`src/rtl/hazard_pkg.sv`:
```
// Shared types and constants for the pipeline hazard sequencer.
// The NOP encoding is what the pipeline registers load on a flush or bubble.
package hazard_pkg;

    typedef enum logic {
        S_RUN = 1'b0,
        S_MDU = 1'b1
    } state_t;

    // addi x0, x0, 0
    localparam logic [31:0] NOP_INSTR = 32'h0000_0013;

endpackage

```
`src/rtl/hazard_ctrl_sat_counter.sv`:
```
// Up-counter that sticks at all-ones instead of wrapping.
module sat_counter #(
    parameter int W = 32
) (
    input  logic         clk,
    input  logic         rst,
    input  logic         inc,
    output logic [W-1:0] count
);

    always_ff @(posedge clk or posedge rst) begin
        if (rst)
            count <= '0;
        else if (inc && (count != {W{1'b1}}))
            count <= count + 1'b1;
    end

endmodule

```
`src/rtl/hazard_ctrl.sv`:
```
// Pipeline sequencer for the 5-stage core: enables, flushes and bubbles for the
// PC and pipeline registers, with saturating stall/flush performance counters.
module hazard_ctrl
    import hazard_pkg::*;
#(
    parameter int MDU_LAT     = 4,
    parameter int MEM_TIMEOUT = 256,
    parameter int CNT_W       = 32
) (
    input  logic             clk,
    input  logic             rst,
    input  logic [4:0]       id_rs1,
    input  logic [4:0]       id_rs2,
    input  logic             id_uses_rs1,
    input  logic             id_uses_rs2,
    input  logic [4:0]       ex_rd,
    input  logic             ex_mem_read,
    input  logic             ex_is_mdu,
    input  logic             ex_branch_taken,
    input  logic             mem_req,
    input  logic             mem_ready,
    output logic             pc_en,
    output logic             ifid_en,
    output logic             ifid_flush,
    output logic             idex_en,
    output logic             idex_bubble,
    output logic             exmem_en,
    output logic             exmem_bubble,
    output logic             mem_err,
    output logic [CNT_W-1:0] stall_cycles,
    output logic [CNT_W-1:0] flush_count
);

    localparam int MDU_W  = (MDU_LAT > 1) ? $clog2(MDU_LAT) : 1;
    localparam int WAIT_W = $clog2(MEM_TIMEOUT + 1);
    localparam logic [MDU_W-1:0]  MDU_INIT   = MDU_W'((MDU_LAT > 1) ? MDU_LAT - 2 : 0);
    localparam logic [WAIT_W-1:0] WAIT_LIMIT = WAIT_W'(MEM_TIMEOUT);
    localparam logic              MDU_MULTI  = (MDU_LAT > 1);

    state_t            r_state;
    logic [MDU_W-1:0]  r_mdu_cnt;
    logic [WAIT_W-1:0] r_wait_cnt;
    logic              r_mem_err;

    logic              w_freeze;
    logic              w_mdu_start;
    logic              w_mdu_stall;
    logic              w_load_use;
    logic [WAIT_W-1:0] w_wait_next;

    assign w_freeze    = mem_req & ~mem_ready;
    // The release cycle (S_MDU, count 0) must not start a new stall.
    assign w_mdu_start = (r_state == S_RUN) & ex_is_mdu & MDU_MULTI;
    assign w_mdu_stall = w_mdu_start | ((r_state == S_MDU) & (r_mdu_cnt != '0));
    assign w_load_use  = ex_mem_read & (ex_rd != 5'd0) &
                         ((id_uses_rs1 & (id_rs1 == ex_rd)) |
                          (id_uses_rs2 & (id_rs2 == ex_rd)));
    assign w_wait_next = (r_wait_cnt == WAIT_LIMIT) ? r_wait_cnt : r_wait_cnt + 1'b1;

    always_comb begin
        pc_en        = 1'b1;
        ifid_en      = 1'b1;
        ifid_flush   = 1'b0;
        idex_en      = 1'b1;
        idex_bubble  = 1'b0;
        exmem_en     = 1'b1;
        exmem_bubble = 1'b0;
        if (rst) begin
            pc_en        = 1'b0;
            ifid_en      = 1'b0;
            ifid_flush   = 1'b1;
            idex_en      = 1'b0;
            idex_bubble  = 1'b1;
            exmem_en     = 1'b0;
            exmem_bubble = 1'b1;
        end else if (w_freeze) begin
            pc_en    = 1'b0;
            ifid_en  = 1'b0;
            idex_en  = 1'b0;
            exmem_en = 1'b0;
        end else if (w_mdu_stall) begin
            pc_en        = 1'b0;
            ifid_en      = 1'b0;
            idex_en      = 1'b0;
            exmem_bubble = 1'b1;
        end else if (ex_branch_taken) begin
            ifid_flush  = 1'b1;
            idex_bubble = 1'b1;
        end else if (w_load_use) begin
            pc_en       = 1'b0;
            ifid_en     = 1'b0;
            idex_bubble = 1'b1;
        end
    end

    always_ff @(posedge clk or posedge rst) begin
        if (rst) begin
            r_state    <= S_RUN;
            r_mdu_cnt  <= '0;
            r_wait_cnt <= '0;
            r_mem_err  <= 1'b0;
        end else if (w_freeze) begin
            r_wait_cnt <= w_wait_next;
            if (w_wait_next == WAIT_LIMIT)
                r_mem_err <= 1'b1;
        end else begin
            r_wait_cnt <= '0;
            if (w_mdu_start) begin
                r_mdu_cnt <= MDU_INIT;
                r_state   <= S_MDU;
            end else if (r_state == S_MDU) begin
                if (r_mdu_cnt != '0)
                    r_mdu_cnt <= r_mdu_cnt - 1'b1;
                else
                    r_state <= S_RUN;
            end
        end
    end

    assign mem_err = r_mem_err;

    sat_counter #(.W(CNT_W)) u_stall_cnt (
        .clk   (clk),
        .rst   (rst),
        .inc   (~pc_en),
        .count (stall_cycles)
    );

    sat_counter #(.W(CNT_W)) u_flush_cnt (
        .clk   (clk),
        .rst   (rst),
        .inc   (ifid_flush),
        .count (flush_count)
    );

endmodule

```
`config.mk`:
```
export PLATFORM = sky130hd
export DESIGN_NAME = hazard_ctrl
export DESIGN_NICKNAME = d
export VERILOG_FILES = /design/src/rtl/hazard_pkg.sv /design/src/rtl/hazard_ctrl_sat_counter.sv /design/src/rtl/hazard_ctrl.sv
export SDC_FILE = /design/constraint.sdc
export NUM_CORES = 1
export LEC_CHECK = 0
export CORE_ASPECT_RATIO = 1.1
export CORE_MARGIN = 3
export CORE_UTILIZATION = 30
export CTS_CLUSTER_DIAMETER = 120
export CTS_CLUSTER_SIZE = 24
export DETAILED_ROUTE_END_ITERATION = 10
export PLACE_DENSITY = 0.53
export SLEW_MARGIN = 20
export SYNTH_ARGS = -nofsm -noshare
export SYNTH_HDL_FRONTEND = slang
export SYNTH_HIERARCHICAL = 1
export SYNTH_SLANG_ARGS = --single-unit
export TNS_END_PERCENT = 30
```
`constraint.sdc`:
```
create_clock -name clk -period 3.65 [get_ports clk]
set_input_delay 0.365 -clock clk [delete_from_list [all_inputs] [get_ports clk]]
set_output_delay 0.365 -clock clk [all_outputs]
set_load 0.005 [all_outputs]
```
==> flow_metrics.env <==
export IMPL_status="complete, no violations"
export IMPL_fin_skew_ns=0.00869
export IMPL_clkSinkCount=77
export IMPL_rows=43
export IMPL_cts_tree="done"
export IMPL_fin_crit_ns=3.11
export IMPL_grt_pass1_wl_um=16700
export IMPL_use_met1_pct=18.4
export IMPL_use_met2_pct=21.3
export IMPL_crit_type="input port to register"
export IMPL_placement_io_buffers=95
export IMPL_power_frac_seq_pct=41.2
export IMPL_grt_pass1_vias=3375
export IMPL_synth_seq_cells=77
export IMPL_grt_overflow=0
export IMPL_powerDensity_mw_per_mm2=482
export IMPL_setup_violations=0
export IMPL_die_y_um=128
export IMPL_cts_made_buffers=9
export IMPL_htreeDepth=3
export IMPL_critPathLaunchType="input port"
export IMPL_yosysSeqAreaShare_pct=47.6
export IMPL_antenna_found_initial=0
export IMPL_gp_congestion=0.768
export IMPL_crit_fanout=10
export IMPL_yosysTopAreaCell="dfrtp_1"
export IMPL_diodes=0
export IMPL_cts_setup_buffers=0
export IMPL_r2r_cells=11
export IMPL_yosysUniqueCellTypes=45
export IMPL_ioPinCount=96
export IMPL_firstDrtPassIters=4
export IMPL_finalCritPeriodShare_pct=85.3
export IMPL_nets=518
export IMPL_rsz0062_at_grt="false"
export IMPL_clock_latency_ns=0.33
export IMPL_wl_um=9900
export IMPL_core_area_sq_mm=0.0129
export IMPL_synth_nets=414
export IMPL_min_path_type="register to register"
export IMPL_switching_share_pct=27.9
export IMPL_whs_path_depth=1
export IMPL_area_growth_pct=36.4
export IMPL_die_w_um=117
export IMPL_setup_tns_ns=0
export IMPL_clock_power_share_pct=36.1
export IMPL_post_cts_resized=0
export IMPL_grt_max_degree=33
export IMPL_clkSlewWorstSetupHoldPaths_ns=0.06
export IMPL_internal_power_uw=1920
export IMPL_clockBufferDepth=2
export IMPL_critPathArrivalTime_ns=3.33
export IMPL_cp_data_required_time_ns=3.86
export IMPL_avgViaCountPerCell=5.07
export IMPL_p_comb_share_pct=22.7
export IMPL_drtIter0Drc=148
export IMPL_synth_top_area_share_pct=47.6
export IMPL_vias=3303
export IMPL_die_area_sq_mm=0.0149
export IMPL_syn_area_per_cell_sq_um=10.5
export IMPL_fmax_ghz=0.321
export IMPL_worst_pin_slew_ns=0.893
export IMPL_synthTopCellsByArea="dfrtp_1, xnor2_1, nand3_1, nand4_1, and3_1"
export IMPL_syn_area_sq_mm=0.00405
export IMPL_start_util_pct=31.3
export IMPL_finalHoldViolCount=0
export IMPL_ir_drop_uv=285
export IMPL_cts_root_buf="clkbuf_16"
export IMPL_hpwl_um=7210
export IMPL_route_detailed_drc=0
export IMPL_fin_ws_ns=0.536
export IMPL_max_slew_margin_rel_pct=40.0
export IMPL_preCtsSetupSlack_ns=0.192
export IMPL_grtUsageTotal_pct=13.9
export IMPL_p_leak_uw=0.00228
export IMPL_switchingPower_uw=741
export IMPL_syn_inst=385
export IMPL_finalMaxSlewViolations=0
export IMPL_ctsHoldBuffers=0
export IMPL_cp_end_kind="register"
export IMPL_grtUsageMet3_pct=4.63
export IMPL_gr_max_usage_layer="met2"
export IMPL_drv_cap=0
export IMPL_drive_gt1_share_pct=8.30
export IMPL_wl_per_cell_um=15.2
export IMPL_ant_nets=0
export IMPL_synth_warnings=6
[through the flow]
step / instances / power, uW / area [sq um] / util [%] / hold WS [ns]
finish: 651 / 2660 / 5520 / 42.7 / 0.480
global route: 651 / 2810 / 5520 / 42.7 / 0.505
CTS: 651 / 2700 / 5520 / 42.7 / 0.486
detailed placement: 635 / 1720 / 5200 / 40.3 / 0.465
global placement: 635 / 1700 / 5200 / 40.3 / 0.472
floorplan: 385 / 1390 / 4050 / - / 0.258
[critical path: stages]
cell             delay [ns]
clkdlybuf4s50_1        0.55
xnor2_1                0.14
nand4_1                0.11
o22ai_1                0.20
o211ai_2               0.14
o21ai_0                0.20
buf_4                  0.19
nand3_1                0.11
or4_4                  0.45
a311oi_4               0.54
nand4_1                0.18
xnor2_1                0.16
[state kept, by name, indices dropped and copies added (netlist names)]
register           cells
u_flush_cnt/count     32
u_stall_cnt/count     32
r_wait_cnt             9
r_mdu_cnt              2
mem_err                1
r_state                1
[cells by family (layout without fill, tap and decap cells)]
logic type,after synthesis,count (layout),synth area share (%)
simple gates,171,171,24.0
xor+xnor,74,74,16.2
mux,4,4,1.05
buf+inv,21,130,2.29
flops,77,77,47.6
compound gates,33,33,7.33
fa+ha+maj,5,5,1.55
[path summary, 6_finish.rpt]
path	to	startpoint	slack, ns
setup / recovery	u_stall_cnt/count[21]	ex_rd[0]	0.54
hold / removal	mem_err	mem_err	0.48
setup reg to reg	u_stall_cnt/count[21]	r_mdu_cnt[0]	0.74
hold reg to reg	mem_err	mem_err	0.48
max in group asynchronous	u_flush_cnt/count[4]	rst	2.73
min in group asynchronous	r_mdu_cnt[0]	rst	0.55
[synth_stat cells, drive strengths merged]
master and number:
a2111oi 2, a21oi 12, a22o 1, a311oi 2, a31oi 5, a41o 1, a41oi 4, and2 2
and3 23, and4 5, buf 2, clkbuf 7, dfrtp 77, ha 5, inv 12, mux2 2
mux2i 2, nand2 25, nand2b 2, nand3 49, nand4 25, nor2 24, nor2b 1, nor3 4
nor4 4, nor4b 2, o211ai 1, o21a 1, o21ai 1, o22ai 3, or3 2, or4 3
xnor2 64, xor2 10
[cell type report]
| type | instances | area (sq um) |
|---|---|---|
| Inverter | 12 | 45.0 |
| Tap cell | 157 | 196 |
| Multi-Input combinational cell | 287 | 2030 |
| Clock inverter | 3 | 68.8 |
| Fill cell | 1248 | 7390 |
| Timing Repair Buffer | 102 | 1000 |
| Sequential cell | 77 | 1930 |
| Clock buffer | 13 | 250 |
[power by group through the flow]
stage / registers (uW) / logic, uW / clock network, uW
2_1_floorplan: 1080 / 315 / 0
3_3_place_gp: 1110 / 595 / 0
3_5_place_dp: 1100 / 612 / 0
4_1_cts: 1090 / 614 / 989
5_1_grt: 1110 / 672 / 1030
6_report: 1100 / 604 / 960
[cell usage in the layout (no fill, tap or decap), drive strengths merged, types with 2 or more instances in the layout]
cell type	n
clkbuf	13
a41oi	4
xnor2	64
and2	2
nor4b	2
xor2	10
a21oi	12
nor3	4
bufinv	2
clkdlybuf4s50	95
o22ai	3
a31oi	5
inv	12
ha	5
mux2	2
or3	2
a311oi	2
nand4	25
nand2b	2
nand2	25
mux2i	2
dfrtp	77
and3	23
nor2	24
nand3	49
nor4	4
and4	5
a2111oi	2
buf	7
or4	3
[per-layer routing]
metal / vias to the layer above / routed length [um]
met5: - / 0
met4: 0 / 87
li1: 1592 / -
met3: 9 / 584
met2: 75 / 4760
met1: 1627 / 4480
(Power assumes the default switching activity.)
